--- src/rtl/hazard_pkg.sv ---
// Shared constants for the hazard detection / forwarding controller.
//   FWD_*    : EX operand mux select encodings
//   state_t  : controller FSM states (2-bit encoding)
//   REG_ZERO : hard-wired zero register, never a forwarding/hazard source
package hazard_pkg;

    localparam logic [1:0] FWD_RF    = 2'b00;
    localparam logic [1:0] FWD_EXMEM = 2'b01;
    localparam logic [1:0] FWD_MEMWB = 2'b10;

    typedef enum logic [1:0] {
        RUN     = 2'b00,
        MC_BUSY = 2'b01
    } state_t;

    localparam int unsigned REG_ZERO = 0;

endpackage

--- src/rtl/fwd_select.sv ---
// Single-operand forwarding priority comparator.
//   src              : source register address being resolved
//   ex_mem_rd/_we    : EX/MEM destination and write enable (higher priority)
//   mem_wb_rd/_we    : MEM/WB destination and write enable
//   fwd              : FWD_EXMEM, FWD_MEMWB or FWD_RF
// Register 0 never matches.
module fwd_select
    import hazard_pkg::*;
#(
    parameter int unsigned AW = 5
) (
    input  logic [AW-1:0] src,
    input  logic [AW-1:0] ex_mem_rd,
    input  logic          ex_mem_reg_write,
    input  logic [AW-1:0] mem_wb_rd,
    input  logic          mem_wb_reg_write,
    output logic [1:0]    fwd
);

    logic ex_mem_hit;
    logic mem_wb_hit;

    assign ex_mem_hit = ex_mem_reg_write && (ex_mem_rd != AW'(REG_ZERO)) && (ex_mem_rd == src);
    assign mem_wb_hit = mem_wb_reg_write && (mem_wb_rd != AW'(REG_ZERO)) && (mem_wb_rd == src);

    always_comb begin
        fwd = FWD_RF;
        if (ex_mem_hit)
            fwd = FWD_EXMEM;
        else if (mem_wb_hit)
            fwd = FWD_MEMWB;
    end

endmodule

--- src/rtl/hazard_forward_unit.sv ---
// Hazard detection and forwarding controller for the 5-stage MIPS pipeline.
//   clk, rst                 : clock, synchronous active-high reset
//   id_rs/id_rt(+_used)      : sources of the instruction in ID
//   id_ex_rs/rt/rd           : operands and destination held in ID/EX
//   id_ex_mem_read, id_ex_mc : ID/EX holds a load / a multi-cycle op
//   ex_mem_*, mem_wb_*       : downstream destinations and write enables
//   fwd_a, fwd_b             : EX operand mux selects
//   fwd_id_rs, fwd_id_rt     : ID-stage bypass of the WB write data
//   stall_pc, stall_ifid     : front-end hold
//   bubble_idex              : load a NOP into ID/EX (load-use)
//   hold_ex                  : freeze ID/EX and EX, bubble into EX/MEM
//   mc_busy, mc_done         : multi-cycle op in progress / final EX cycle
//   stall_count              : saturating count of front-end stall cycles
// All outputs read 0 while rst is high.
module hazard_forward_unit
    import hazard_pkg::*;
#(
    parameter int unsigned AW         = 5,
    parameter int unsigned MC_LATENCY = 4,
    parameter int unsigned CNT_W      = 16
) (
    input  logic             clk,
    input  logic             rst,
    input  logic [AW-1:0]    id_rs,
    input  logic [AW-1:0]    id_rt,
    input  logic             id_rs_used,
    input  logic             id_rt_used,
    input  logic [AW-1:0]    id_ex_rs,
    input  logic [AW-1:0]    id_ex_rt,
    input  logic [AW-1:0]    id_ex_rd,
    input  logic             id_ex_mem_read,
    input  logic             id_ex_mc,
    input  logic [AW-1:0]    ex_mem_rd,
    input  logic [AW-1:0]    mem_wb_rd,
    input  logic             ex_mem_reg_write,
    input  logic             mem_wb_reg_write,
    output logic [1:0]       fwd_a,
    output logic [1:0]       fwd_b,
    output logic             fwd_id_rs,
    output logic             fwd_id_rt,
    output logic             stall_pc,
    output logic             stall_ifid,
    output logic             bubble_idex,
    output logic             hold_ex,
    output logic             mc_busy,
    output logic             mc_done,
    output logic [CNT_W-1:0] stall_count
);

    localparam int unsigned LAT_W = (MC_LATENCY > 2) ? $clog2(MC_LATENCY) : 1;

    state_t             state;
    logic [LAT_W-1:0]   lat_cnt;
    logic [CNT_W-1:0]   cnt_q;
    logic [1:0]         sel_a;
    logic [1:0]         sel_b;
    logic [1:0]         sel_id_rs;
    logic [1:0]         sel_id_rt;
    logic               load_use;

    fwd_select #(.AW(AW)) u_fwd_a (
        .src(id_ex_rs), .ex_mem_rd(ex_mem_rd), .ex_mem_reg_write(ex_mem_reg_write),
        .mem_wb_rd(mem_wb_rd), .mem_wb_reg_write(mem_wb_reg_write), .fwd(sel_a)
    );

    fwd_select #(.AW(AW)) u_fwd_b (
        .src(id_ex_rt), .ex_mem_rd(ex_mem_rd), .ex_mem_reg_write(ex_mem_reg_write),
        .mem_wb_rd(mem_wb_rd), .mem_wb_reg_write(mem_wb_reg_write), .fwd(sel_b)
    );

    // ID bypass reuses the comparator with the EX/MEM leg disabled, so a
    // FWD_MEMWB result is exactly the MEM/WB match.
    fwd_select #(.AW(AW)) u_fwd_id_rs (
        .src(id_rs), .ex_mem_rd('0), .ex_mem_reg_write(1'b0),
        .mem_wb_rd(mem_wb_rd), .mem_wb_reg_write(mem_wb_reg_write), .fwd(sel_id_rs)
    );

    fwd_select #(.AW(AW)) u_fwd_id_rt (
        .src(id_rt), .ex_mem_rd('0), .ex_mem_reg_write(1'b0),
        .mem_wb_rd(mem_wb_rd), .mem_wb_reg_write(mem_wb_reg_write), .fwd(sel_id_rt)
    );

    assign fwd_a       = rst ? FWD_RF : sel_a;
    assign fwd_b       = rst ? FWD_RF : sel_b;
    assign fwd_id_rs   = !rst && (sel_id_rs == FWD_MEMWB);
    assign fwd_id_rt   = !rst && (sel_id_rt == FWD_MEMWB);
    assign stall_count = rst ? '0 : cnt_q;

    assign load_use = id_ex_mem_read && (id_ex_rd != AW'(REG_ZERO)) &&
                      ((id_rs_used && (id_ex_rd == id_rs)) ||
                       (id_rt_used && (id_ex_rd == id_rt)));

    // Multi-cycle entry outranks load-use, so bubble_idex and hold_ex are
    // mutually exclusive; load-use is ignored entirely while busy.
    always_comb begin
        stall_pc    = 1'b0;
        stall_ifid  = 1'b0;
        bubble_idex = 1'b0;
        hold_ex     = 1'b0;
        mc_busy     = 1'b0;
        mc_done     = 1'b0;
        if (!rst) begin
            case (state)
                RUN: begin
                    if (id_ex_mc) begin
                        hold_ex    = 1'b1;
                        stall_pc   = 1'b1;
                        stall_ifid = 1'b1;
                    end else if (load_use) begin
                        stall_pc    = 1'b1;
                        stall_ifid  = 1'b1;
                        bubble_idex = 1'b1;
                    end
                end
                MC_BUSY: begin
                    mc_busy = 1'b1;
                    if (lat_cnt != '0) begin
                        hold_ex    = 1'b1;
                        stall_pc   = 1'b1;
                        stall_ifid = 1'b1;
                    end else begin
                        mc_done = 1'b1;
                    end
                end
                default: ;
            endcase
        end
    end

    // Entry cycle counts as the first hold, so the counter starts at
    // MC_LATENCY-2 and mc_done lands in cycle T+MC_LATENCY-1.
    always_ff @(posedge clk) begin
        if (rst) begin
            state   <= RUN;
            lat_cnt <= '0;
            cnt_q   <= '0;
        end else begin
            case (state)
                RUN: begin
                    if (id_ex_mc) begin
                        lat_cnt <= LAT_W'(MC_LATENCY - 2);
                        state   <= MC_BUSY;
                    end
                end
                MC_BUSY: begin
                    if (lat_cnt != '0)
                        lat_cnt <= lat_cnt - LAT_W'(1);
                    else
                        state <= RUN;
                end
                default: state <= RUN;
            endcase
            if (stall_pc && (cnt_q != '1))
                cnt_q <= cnt_q + CNT_W'(1);
        end
    end

endmodule

--- config.mk ---
export PLATFORM = sky130hd
export DESIGN_NAME = hazard_forward_unit
export DESIGN_NICKNAME = d
export VERILOG_FILES = /design/src/rtl/hazard_pkg.sv /design/src/rtl/fwd_select.sv /design/src/rtl/hazard_forward_unit.sv
export SDC_FILE = /design/constraint.sdc
export NUM_CORES = 1
export LEC_CHECK = 0
export CELL_PAD_IN_SITES_DETAIL_PLACEMENT = 0
export CELL_PAD_IN_SITES_GLOBAL_PLACEMENT = 1
export CORE_ASPECT_RATIO = 1.75
export CORE_MARGIN = 3
export CORE_UTILIZATION = 30
export CTS_BUF_LIST = sky130_fd_sc_hd__clkbuf_2
export DETAILED_ROUTE_END_ITERATION = 6
export HOLD_SLACK_MARGIN = 0.08
export PLACE_DENSITY_LB_ADDON = 0.1
export RECOVER_POWER = 50
export SYNTH_ARGS = -nofsm -noshare
export SYNTH_HDL_FRONTEND = slang
export SYNTH_SLANG_ARGS = --single-unit
--- constraint.sdc ---
create_clock -name clk -period 2.87 [get_ports clk]
set_input_delay 0.574 -clock clk [delete_from_list [all_inputs] [get_ports clk]]
set_output_delay 0.574 -clock clk [all_outputs]
set_load 0.02 [all_outputs]
==> flow_metrics.env, run 1 <==
export IMPL_finalCritPeriodShare_pct=96.84
export IMPL_final_nets=356
export IMPL_fin_crit_ns=2.779
export IMPL_synth_cell_types=35
export IMPL_avgSynthCellArea_sq_um=7.778
export IMPL_slew_headroom_pct=66.01
export IMPL_synth_ff_latch_count=19
export IMPL_clk_latency_ns=0.32
export IMPL_antenna_found_initial=0
export IMPL_finClkSkew_ns=0.009150
export IMPL_ios=71
export IMPL_cts_setup_buffers=0
export IMPL_die_area_sq_mm=0.006204
export IMPL_avgRoutedWirePerCell_um=13.12
export IMPL_clk_path_buf_depth=2
export IMPL_routabilityCongestion=0.8148
export IMPL_tns_ns=0
export IMPL_clk_pin_slew_ns=0.19
export IMPL_critPathKind="in -> out"
export IMPL_fp_dieH_um=102.0
export IMPL_arrival_ns=2.21
export IMPL_hold_class="reg -> reg"
export IMPL_drc=0
export IMPL_yosysSeqAreaShare_pct=24.09
export IMPL_path_cells="clkdlybuf4s50_1 > or4_4 > o21a_1 > a21boi_4 > nor2_1 > buf_2"
export IMPL_dr_pass1_iters=4
export IMPL_cts_tree="yes"
export IMPL_cts_hold_buf=0
export IMPL_numCtsBuffers=3
export IMPL_grt_pass1_vias=1867
export IMPL_yosysMostFrequentCell="xnor2_1"
export IMPL_cts_sinks=19
export IMPL_finalSetupViolCount=0
export IMPL_antenna_left=0
export IMPL_grtUsageTotal_pct=16.67
export IMPL_yosys_area_top_type="dfxtp_1"
export IMPL_drt_iter0_drc=58
export IMPL_place_area_sq_mm=0.002624
export IMPL_dp_hpwl_mm=4.144
export IMPL_powerDensity_mw_per_mm2=255.6
export IMPL_synth_flop_cell="dfxtp_1"
export IMPL_status="finished, final reports clean"
export IMPL_syn_area_sq_mm=0.001579
export IMPL_yosysWarnings=0
export IMPL_synth_cells=203
export IMPL_grt_max_degree=33
export IMPL_drive_gt1_share_pct=19.68
export IMPL_fmax_mhz=359.8
export IMPL_finalMaxSlewViolations=0
export IMPL_vias_per_cell=4.967
export IMPL_hold_violations=0
export IMPL_ff_latch_area_sq_um=380.4
export IMPL_synth_top_area_share_pct=24.09
export IMPL_wl_mm=4.777
export IMPL_irDropWorstVdd_mv=0.1343
export IMPL_synth_edf_count=0
export IMPL_grt_overflow_total=0
export IMPL_row_count=34
export IMPL_endpoint_kind="primary output"
export IMPL_cts_root_buf="clkbuf_2"
export IMPL_die_x_um=60.84
export IMPL_initial_core_util_pct=31.46
export IMPL_path_buf_inv=2
export IMPL_synthTopCellsByCount="29 x xnor2_1, 19 x dfxtp_1, 16 x nor2b_1, 15 x nor2_1"
export IMPL_synth_top_cells_by_area="dfxtp_1 24%, xnor2_1 16%, xor2_1 7.2%, nor2b_1 6.3%, mux2_2 4.3%"
export IMPL_area_growth_pct=66.01
export IMPL_p_leak_nw=1.048
export IMPL_diodes=0
export IMPL_cp_max_fo=3
export IMPL_htree_levels=1
export IMPL_cp_slowest_stage_delay_ns=0.55
export IMPL_num_fill_cells=536
export IMPL_maxCapViolations=0
export IMPL_tightest_slew_ns=0.5059
export IMPL_fin_area_sq_mm=0.002621
export IMPL_syn_num_nets=248
export IMPL_cp_slowest_cell="or4_4"
export IMPL_start_kind="input port"
export IMPL_port_buffers=70
export IMPL_via_count=1808
export IMPL_coreArea_sq_mm=0.005020
export IMPL_crit_family="buffers and inverters"
export IMPL_crit_required_ns=2.30
export IMPL_async_reset_ff_share_pct=0
export IMPL_grt_pass1_wl_mm=8.066
export IMPL_multi_input_area_sq_mm=0.001156
export IMPL_rsz0062_at_grt="false"
## worst reg2reg max path, cell delays in order (launching register included)
cell and delay, ns:
dfxtp_1 0.38, inv_1 0.06, ha_1 0.26, a21o_1 0.27, or4b_4 0.60, nor3_1 0.20, mux2_2 0.36
## worst paths after layout
| kind | slack [ns] | cells after the start | endpoint | start |
|---|---|---|---|---|
| min reg2reg | 0.49 | 1 | cnt_q[8] | cnt_q[8] |
| max reg2reg | 0.67 | 6 | cnt_q[13] | lat_cnt[0] |
| min | 0.49 | 1 | cnt_q[8] | cnt_q[8] |
| max | 0.09 | 6 | stall_pc | id_ex_rd[2] |
## logic make-up after synthesis
family	count (synthesis)	share of synthesized area, %
compound gates	29	12.04
mux	7	4.913
buf+inv	14	3.645
simple gates	90	30.43
fa+ha+maj	2	1.585
flops	19	24.09
xor+xnor	42	23.30
## metrics by stage
step	setup WS (ns)	std cells	hold slack [ns]	power, W	utilization (%)
after global placement	-0.5030	360	0.4671	0.0005577	52.27
final	0.09063	364	0.4857	0.0006700	52.22
after detailed placement	-0.5143	360	0.4651	0.0005605	52.27
after global routing	0.00008882	364	0.5237	0.0007167	52.22
after CTS	-0.02081	364	0.4938	0.0006821	52.42
after floorplan	0.08382	203	0.4365	0.0004040	-
## state kept, by name, indices dropped and copies added, names as in the netlist
signal	flops
cnt_q	16
lat_cnt	2
state	1
## final cells by class
type                       count  area share, %
inverter                       5         0.7160
multi-input combinational    170          44.11
clock buffer                   4         0.7637
sequential                    19          14.51
tap                           54          2.578
timing repair buffer         112          37.33
## metal layers
layer | up-vias | GRT usage, % | part of all wire (%)
li1 | 930 | - | -
met1 | 805 | 17.95 | 37
met2 | 64 | 31.49 | 54
met3 | 9 | 2.528 | 6.0
met4 | 0 | 5.676 | 2.6
met5 | - | 0 | 0
## report_power, final
part           total, W  switching (W)  internal [W]  leakage (nW)
Sequential     0.000278     0.00000723      0.000271         0.154
Combinational  0.000268       0.000112      0.000156         0.878
Clock          0.000124      0.0000873     0.0000369        0.0166
Total          0.000670       0.000207      0.000463          1.05
## timing repair
item | in CTS | in global routing
resized for setup | 32 | 11
pin swaps | 0 | 0
setup endpoints to repair | 10 | 8
## cells in the final DEF (no fill, tap or decap), types with 9 or more instances in the layout
cell type,count
nor3_1,12
nand3_1,12
xor2_1,13
nor2_1,15
dfxtp_1,19
xnor2_1,29
clkdlybuf4s50_1,49
nor2b_1,16
nand2_1,14
buf_4,37
dlygate4sd3_1,9
No activity file was read; power rests on OpenSTA's default activity.
==> inputs of run 2 (changes only) <==
--- a/config.mk
+++ b/config.mk
@@ -9,12 +9,14 @@
 export CELL_PAD_IN_SITES_GLOBAL_PLACEMENT = 1
 export CORE_ASPECT_RATIO = 1.75
 export CORE_MARGIN = 3
-export CORE_UTILIZATION = 30
+export CORE_UTILIZATION = 33
 export CTS_BUF_LIST = sky130_fd_sc_hd__clkbuf_2
 export DETAILED_ROUTE_END_ITERATION = 6
 export HOLD_SLACK_MARGIN = 0.08
 export PLACE_DENSITY_LB_ADDON = 0.1
 export RECOVER_POWER = 50
+export SLEW_MARGIN = 20
 export SYNTH_ARGS = -nofsm -noshare
 export SYNTH_HDL_FRONTEND = slang
+export SYNTH_HIERARCHICAL = 1
 export SYNTH_SLANG_ARGS = --single-unit
==> flow_metrics.env, run 2 <==
export IMPL_timing_rr_start="lat_cnt[0]"
export IMPL_port_buffers=70
export IMPL_grtUsageTotal_pct=15.76
export IMPL_pre_cts_ws_ns=-0.4151
export IMPL_grt_pass1_vias=2025
export IMPL_critPathKind="in -> out"
export IMPL_drt_iter0_drc=43
export IMPL_fp_dieH_um=107.3
export IMPL_antenna_left=0
export IMPL_hold_violations=0
export IMPL_antenna_found_initial=0
export IMPL_cts_tree="yes"
export IMPL_start_kind="input port"
export IMPL_largest_reg_flops=16
export IMPL_finalCritPeriodShare_pct=96.20
export IMPL_drc=0
export IMPL_synth_cells=247
export IMPL_htree_levels=1
export IMPL_synth_ff_latch_count=19
export IMPL_clk_pin_slew_ns=0.17
export IMPL_crit_required_ns=2.30
export IMPL_clk_latency_ns=0.32
export IMPL_synth_cell_types=42
export IMPL_grt_pass1_wl_mm=8.763
export IMPL_row_count=36
export IMPL_clkPwrFrac_pct=17.7
export IMPL_place_area_sq_mm=0.002912
export IMPL_num_fill_cells=576
export IMPL_syn_area_sq_mm=0.001933
export IMPL_endpoint="stall_count[8]"
export IMPL_layout_common_cells="51 x clkdlybuf4s50_1, 25 x buf_4, 22 x xnor2_1, 22 x conb_1"
export IMPL_net_switching_power_w=0.0002260
export IMPL_met1Wirelength_mm=1.847
export IMPL_cts_sinks=19
export IMPL_cp_max_fo=25
export IMPL_die_area_sq_mm=0.006848
export IMPL_layout_commonest_cell="clkdlybuf4s50_1"
export IMPL_r2r_setup_slack_ns=0.67
export IMPL_layout_setup_ws_ns=0.1091
export IMPL_p_leak_nw=1.129
export IMPL_drive_gt1_share_pct=17.61
export IMPL_reg2reg_depth=8
export IMPL_cts_root_buf="clkbuf_2"
export IMPL_yosysMostFrequentCell="xnor2_1"
export IMPL_power_frac_comb_pct=41.9
export IMPL_sequentialPowerShare_pct=40.4
export IMPL_synthTopCellsByCount="22 x xnor2_1, 20 x nor2_1, 20 x nor2b_1, 20 x xor2_1, 19 x dfxtp_1"
export IMPL_numCtsBuffers=3
export IMPL_avgRoutedWirePerCell_um=12.34
export IMPL_dr_pass1_iters=4
export IMPL_yosys_area_top_type="dfxtp_1"
export IMPL_hold_class="reg -> reg"
export IMPL_reg_top3="cnt_q x16, lat_cnt x2, state x1"
export IMPL_synth_top_cells_by_area="dfxtp_1 20%, xnor2_1 10%, xor2_1 9.1%, nor2b_1 6.5%, mux2_2 5.2%"
export IMPL_finalSetupViolCount=0
export IMPL_fin_util_pct=51.82
export IMPL_total_power_w=0.0006818
export IMPL_arrival_ns=2.19
export IMPL_avgSynthCellArea_sq_um=7.826
export IMPL_regMostFlops="cnt_q"
export IMPL_wl_met2_mm=3.162
export IMPL_synth_top_area_share_pct=19.68
export IMPL_grt_max_degree=26
export IMPL_fin_crit_ns=2.761
export IMPL_grt_overflow_total=0
export IMPL_endpoint_kind="primary output"
export IMPL_powerDensity_mw_per_mm2=233.7
export IMPL_die_x_um=63.86
export IMPL_coreArea_sq_mm=0.005630
export IMPL_area_growth_pct=50.94
export IMPL_finalMaxSlewViolations=0
export IMPL_diodes=0
export IMPL_fmax_mhz=362.2
export IMPL_initial_core_util_pct=34.33
export IMPL_routabilityCongestion=0.8119
export IMPL_layout_cells_non_filler=428
export IMPL_ios=71
export IMPL_post_place_cells=424
export IMPL_worstSetupStartpoint="rst"
export IMPL_wl_met3_um=189
export IMPL_fin_area_sq_mm=0.002918
export IMPL_async_reset_ff_share_pct=0
export IMPL_synth_flop_cell="dfxtp_1"
export IMPL_clk_path_buf_depth=2
export IMPL_regToRegEndpoint="cnt_q[11]"
export IMPL_synth_edf_count=0
export IMPL_p_sw_share_pct=33.15
export IMPL_rsz0062_at_grt="false"
export IMPL_maxCapViolations=0
export IMPL_finClkSkew_ns=0.009601
export IMPL_final_nets=398
export IMPL_dp_hpwl_mm=4.566
export IMPL_yosysWarnings=6
export IMPL_yosysSeqAreaShare_pct=19.68
export IMPL_vias_per_cell=4.757
export IMPL_via_count=2036
export IMPL_status="finished, final reports clean"
export IMPL_wl_mm=5.283
export IMPL_power_internal_w=0.0004558
export IMPL_irDropWorstVdd_mv=0.1011
export IMPL_topRoutingLayerUsed="met4"
## run 2: cell count changes after synthesis, sizes merged, moves of 4 or more
cell    previous run  this run
nor3              12        21
buf                2        10
o41ai              0         7
xnor2             29        22
xor2              13        20
o21ai             11         5
a211oi             1         6
nor2              15        20
a21oi              5         9
nand2             14        18
nor2b             16        20
## run 2: critical path, stage by stage
cell and delay, ns:
clkdlybuf4s50_1 0.44, buf_12 0.17, buf_4 0.19, nor2b_1 0.17, clkdlybuf4s50_1 0.63
## run 2: stage by stage
step / TNS, ns / hold slack (ns)
6_report: 0 / 0.5205
3_5_place_dp: -3.005 / 0.4983
2_1_floorplan: 0 / 0.4494
4_1_cts: 0 / 0.5197
3_3_place_gp: -2.707 / 0.4889
5_1_grt: 0 / 0.5482
## run 2: worst min-delay path by stage
| stage | from | end | slack, ns | depth (start not counted) |
|---|---|---|---|---|
| final | cnt_q[1] | cnt_q[1] | 0.52 | 2 |
| after global routing | cnt_q[1] | cnt_q[1] | 0.55 | 2 |
| after floorplan | cnt_q[3] | cnt_q[3] | 0.45 | 1 |
| after CTS | cnt_q[1] | cnt_q[1] | 0.52 | 2 |
| after detailed placement | cnt_q[1] | cnt_q[1] | 0.50 | 2 |
| after global placement | cnt_q[1] | cnt_q[1] | 0.49 | 2 |
## run 2: layout make-up
class,instances,area [sq um],share of cell area [%]
clock buffer,4,20.02,0.6861
inverter,4,15.01,0.5146
multi-input combinational,231,1536,52.66
sequential,19,380.4,13.04
tap,76,95.09,3.259
timing repair buffer,94,870.8,29.85
## run 2: logic make-up after synthesis
logic type,Yosys count,synth area share [%]
xor+xnor,42,19.03
fa+ha+maj,2,1.294
mux,9,5.243
simple gates,121,34.24
compound gates,35,14.95
other cells,1,0.1940
flops,19,19.68
buf+inv,18,5.372
## run 2: power by group through the flow
| stage | clock network (W) | registers (W) | logic (W) |
|---|---|---|---|
| 5_1_grt | 0.000138 | 0.000277 | 0.000314 |
| 2_1_floorplan | 0 | 0.000280 | 0.000146 |
| 4_1_cts | 0.000126 | 0.000276 | 0.000289 |
| 3_3_place_gp | 0 | 0.000281 | 0.000289 |
| 3_5_place_dp | 0 | 0.000281 | 0.000290 |
| 6_report | 0.000121 | 0.000276 | 0.000286 |
## run 2: routing by layer
layer | vias to the layer above | GRT usage (%)
li1 | 1068 | -
met1 | 910 | 15.02
met2 | 51 | 33.68
met3 | 7 | 0.8359
met4 | 0 | 5.100
met5 | - | 0
## run 2: repair_timing
| action | CTS | global route |
|---|---|---|
| endpoints found under the setup margin | 9 | 9 |
| gates resized for setup | 21 | 21 |
| hold buffers | 0 | 0 |
| setup buffers | 0 | 0 |
| pin swaps | 0 | 2 |
